<file path="src/rtl/seq_mult_16b.sv">
// Sequential unsigned 16x16 shift-and-add multiplier with start/done handshake.
// A ripple-carry adder_16B forms each partial sum; its carry-out feeds the shift.

module full_adder (
  input  logic a,
  input  logic b,
  input  logic cin,
  output logic sum,
  output logic cout
);
  assign sum  = a ^ b ^ cin;
  assign cout = (a & b) | (cin & (a ^ b));
endmodule

module adder_16B #(
  parameter int N = 16
) (
  input  logic [N-1:0] a,
  input  logic [N-1:0] b,
  input  logic         cin,
  output logic [N-1:0] sum,
  output logic         cout
);
  logic [N:0] c;

  assign c[0] = cin;

  genvar i;
  generate
    for (i = 0; i < N; i++) begin : g_bit
      full_adder u_fa (
        .a   (a[i]),
        .b   (b[i]),
        .cin (c[i]),
        .sum (sum[i]),
        .cout(c[i+1])
      );
    end
  endgenerate

  assign cout = c[N];
endmodule

module seq_mult_16b #(
  parameter int N = 16
) (
  input  logic           clk,
  input  logic           rst,
  input  logic           start,
  input  logic [N-1:0]   A,
  input  logic [N-1:0]   B,
  output logic           busy,
  output logic           done,
  output logic [2*N-1:0] product
);
  localparam int CW = $clog2(N);
  localparam logic [CW-1:0] LAST = CW'(N - 1);

  typedef enum logic [1:0] {IDLE, RUN, DONE} state_t;

  state_t        state, state_nxt;
  logic [N-1:0]  mcand, hi, lo;
  logic [CW-1:0] count;
  logic [N-1:0]  add_b, sum;
  logic          cout;
  logic          load, step, last;
  logic [2*N-1:0] shifted;

  // Partial product is gated by the multiplier LSB; carry-in is never used.
  assign add_b = lo[0] ? mcand : '0;

  adder_16B #(.N(N)) u_add (
    .a   (hi),
    .b   (add_b),
    .cin (1'b0),
    .sum (sum),
    .cout(cout)
  );

  // 33-bit right shift of {cout,sum,lo}; keeping cout is what makes 0xFFFF^2 exact.
  assign shifted = {cout, sum, lo[N-1:1]};

  always_ff @(posedge clk) begin
    if (rst) state <= IDLE;
    else     state <= state_nxt;
  end

  always_comb begin
    state_nxt = state;
    load      = 1'b0;
    step      = 1'b0;
    last      = 1'b0;
    case (state)
      IDLE: begin
        if (start) begin
          load      = 1'b1;
          state_nxt = RUN;
        end
      end
      RUN: begin
        step = 1'b1;
        if (count == LAST) begin
          last      = 1'b1;
          state_nxt = DONE;
        end
      end
      DONE:    state_nxt = IDLE;
      default: state_nxt = IDLE;
    endcase
  end

  always_ff @(posedge clk) begin
    if (rst) begin
      mcand   <= '0;
      hi      <= '0;
      lo      <= '0;
      count   <= '0;
      product <= '0;
    end else begin
      if (load) begin
        mcand <= A;
        hi    <= '0;
        lo    <= B;
        count <= '0;
      end else if (step) begin
        {hi, lo} <= shifted;
        count    <= count + 1'b1;
      end
      if (last) product <= shifted;
    end
  end

  assign busy = (state == RUN);
  assign done = (state == DONE);
endmodule

</file>
<file path="config.mk">
export PLATFORM = sky130hd
export DESIGN_NAME = seq_mult_16b
export DESIGN_NICKNAME = d
export VERILOG_FILES = /design/src/rtl/seq_mult_16b.sv
export SDC_FILE = /design/constraint.sdc
export NUM_CORES = 1
export LEC_CHECK = 0
export CAP_MARGIN = 0
export CORE_UTILIZATION = 46
export CTS_BUF_LIST = sky130_fd_sc_hd__clkbuf_8
export CTS_CLUSTER_DIAMETER = 60
export DETAILED_ROUTE_END_ITERATION = 8
export GPL_TIMING_DRIVEN = 1
export PLACE_DENSITY = 0.82
export SYNTH_ARGS = -nofsm -noshare
export SYNTH_HDL_FRONTEND = slang
export SYNTH_SLANG_ARGS = --single-unit
</file>
<file path="constraint.sdc">
create_clock -name clk -period 6.6 [get_ports clk]
set_input_delay 1.32 -clock clk [delete_from_list [all_inputs] [get_ports clk]]
set_output_delay 1.32 -clock clk [all_outputs]
set_load 0.005 [all_outputs]
</file>
==> flow_summary_export.csv <==
group,metric,value,unit
run_status,status,"finished clean",
routing,ant_nets,0,
placement,routabilityCongestion,0.847,
layout,post-route-cell-area,4600,um^2
routing,wl_per_cell,15.2,um
power_and_ir_drop,power_density,221,nW/um^2
synth,ys_top_cells_by_area,"dfxtp_1 (46%), a21oi_1 (8.6%), fa_1 (8.1%)",
global_route,grt_pass1_vias,3012,
floorplan,die-area,8420,um^2
synth,synthDominantCellAreaShare,0.465,
global_route,antenna_found_initial,0,
floorplan,core.rowCount,32,
synth,syn-num-nets,463,
floorplan,die_y,91.8,um
global_route,grt.total_usage,0.210,
setup_path,r2r_slack,210,ps
sta,finClkSkew,7.79,ps
synth,synth_cells,411,
routing,wl_met3,487,um
power_and_ir_drop,vdd_drop_max,0.0947,mV
global_route,grt_pass1_wl,14000,um
layout,final_common_cell,"dfxtp_1",
setup_path,critPathLaunch,"mcand[0]",
synth,synth.largest_area_cell,"dfxtp_1",
clock_network,cts_tree,"yes",
min_path,hp-class,"flop to flop",
setup_path,start_kind,"flop",
placement,place_hpwl,5500,um
setup_path,cp-end-kind,"flop",
routing,drc_errors,0,
floorplan,core,7770,um^2
sta,final-setup-viol-count,0,
setup_path,crit_path_cell_trace,"and2_1 > ha_1 > inv_1 > fa_2 > fa_1 > inv_1 > fa_2 > fa_2 > fa_2 > fa_2 > fa_2 > fa_1 > inv_1 > fa_1 > inv_1 > fa_2 > fa_2 > fa_2 > fa_2 > fa_2 > inv_2 > fa_1 > a211oi_2",
placement,numPortBuffers,68,
clock_network,htree_levels,3,
sta,finalCritPeriodShare,0.968,
layout,final_cell_mix,"dfxtp_1 (86), nand2_1 (74), clkdlybuf4s50_1 (67)",
clock_network,clock_path_buffers,2,
power_and_ir_drop,power_leakage,1.58,nW
setup_path,r2r-start,"mcand[0]",
sta,slew_violations,0,
routing,wl,8650,um
clock_network,hold_buffers,0,
synth,yosysSeqAreaShare,0.465,
routing,drtPass1Iterations,4,
setup_path,cp.arrival,6660,ps
flow_run,cap_violations,0,
setup_path,criticalPathCategory,"flop to flop",
sta,hold_viol_final,0,
clock_network,numCtsBuffers,9,
synth,ys_ff_latch,86,
layout,drive_above_1_share,0.105,
sta,fmax,156,MHz
sta,tightest_slew,877,ps
setup_path,critPathMaxFanout,2,
sta,period_needed,6390,ps
clock_network,clock_sinks,86,
setup_path,crit_slowest_cell,"fa_1",
synth,yosys_warnings,0,
synth,postSynthAreaPerCell,9.02,um^2
global_route,gr-total-overflow,0,
layout,diodes,0,
synth,ys_types,33,
routing,wl_met1,3790,um
setup_path,worstRegToRegCells,23,
layout,n_fill_cell,705,
sta,maxSlewHeadroom,0.413,
sta,hold_slack,453,ps
setup_path,critical_path.endpoint,"hi[14]",
floorplan,io_pins,69,
layout,area_delta_synth_final,24.1,%
layout,nets,514,
clock_network,clk_latency,350,ps
setup_path,r2r-end,"hi[14]",
routing,avgViaCountPerCell,5.47,
routing,highest_layer,"met4",
clock_network,post_cts_buffers,0,
global_route,grt_max_degree,73,
floorplan,initial_utilization,0.477,
floorplan,die_w,91.8,um
synth,syn_area,3710,um^2
setup_path,crit_required,6870,ps
clock_network,root_buffer,"clkbuf_8",
setup_path,crit_top_cell,"fa_2",
clock_network,path_clk_slew,80,ps
routing,drtIter0Drc,153,
routing,vias,3105,
placement,placed_area,4390,um^2
setup_path,cpPeakStageDelay,460,ps
routing,dr_wl_met2,4180,um
==> Yosys cell counts <==
cell type,count
o21ba_2,1
o21ai_1,15
xor2_1,1
o22ai_1,2
a32o_1,12
fa_1,15
buf_6,1
inv_4,1
nand3_2,1
nand3_1,16
o21ai_0,1
or3b_1,1
buf_4,5
dfxtp_1,86
a211oi_1,13
nand3b_1,1
xnor2_1,1
a21oi_1,64
and3_1,1
buf_1,1
and2_1,12
or3_1,1
inv_1,11
a211oi_2,13
buf_2,18
ha_1,2
nor2_1,27
nand2b_1,3
nor3b_2,1
clkbuf_1,8
nand2_1,74
a21oi_2,1
nor3_1,1
==> where the power goes <==
part / total, mW / internal (mW) / switching (mW)
Combinational: 0.114 / 0.0472 / 0.0672
Clock: 0.352 / 0.178 / 0.174
Sequential: 0.550 / 0.537 / 0.0134
Total: 1.02 / 0.762 / 0.255
==> worst max-delay path: cells and delay by family, from the launching register on <==
family,cells,cell delay [ps]
buf+inv,5,370
flops,1,310
compound gates,1,240
fa+ha+maj,16,5240
simple gates,1,150
==> logic make-up (layout without fill, tap and decap cells) <==
group / count (synthesis) / after routing / share of synthesized area
and+or+nand+nor: 139 / 139 / 0.164
buffers and inverters: 45 / 100 / 0.0594
adders and majority gates: 17 / 17 / 0.0878
AOI/OAI and AO/OA: 122 / 122 / 0.219
xor gates and xnor gates: 2 / 2 / 0.00473
DFF: 86 / 86 / 0.465
==> area by class of cell <==
type | count | area, um^2 | area share
inverter | 12 | 47.5 | 0.0103
multi-input combinational | 280 | 1810 | 0.393
clock buffer | 10 | 138 | 0.0299
tap | 102 | 128 | 0.0277
clock inverter | 5 | 45.0 | 0.00979
sequential | 86 | 1720 | 0.374
timing repair buffer | 73 | 713 | 0.155
==> timing repair <==
action                                  CTS  global route
pin swaps                                 1             8
endpoints found under the hold margin     0             0
resized for setup                         3             6
cloned                                    0             0
endpoints found under the setup margin    2             2
==> through the flow <==
step | instances | utilization | worst slack, ps | power [mW] | TNS, ps
5_1_grt | 568 | 0.592 | -18.6 | 1.06 | -18.6
4_1_cts | 568 | 0.590 | 36.6 | 1.02 | 0
3_3_place_gp | 553 | 0.566 | 41.2 | 0.671 | 0
2_1_floorplan | 411 | - | 30.8 | 0.637 | 0
6_report | 568 | 0.592 | 210 | 1.02 | 0
3_5_place_dp | 553 | 0.566 | -61.4 | 0.674 | -104
==> worst min-delay path by stage <==
stage          slack [ps]      from       end  depth (start not counted)
2_1_floorplan         430  mcand[0]  mcand[0]                          2
3_3_place_gp          440  mcand[0]  mcand[0]                          2
3_5_place_dp          440  mcand[0]  mcand[0]                          2
4_1_cts               450  mcand[0]  mcand[0]                          2
5_1_grt               480  mcand[2]  mcand[2]                          2
6_report              450  mcand[0]  mcand[0]                          2
==> registers in the layout (all words and copies together), names as in the netlist <==
| register | count |
|---|---|
| state | 2 |
| mcand | 16 |
| product | 32 |
| hi | 16 |
| lo | 16 |
| count | 4 |
==> per-layer routing <==
| layer | global-route usage | up-vias |
|---|---|---|
| met5 | 0 | - |
| met4 | 0.100 | 0 |
| met3 | 0.0365 | 12 |
| met2 | 0.360 | 100 |
| met1 | 0.258 | 1487 |
| li1 | - | 1506 |
(Power assumes the default switching activity.)
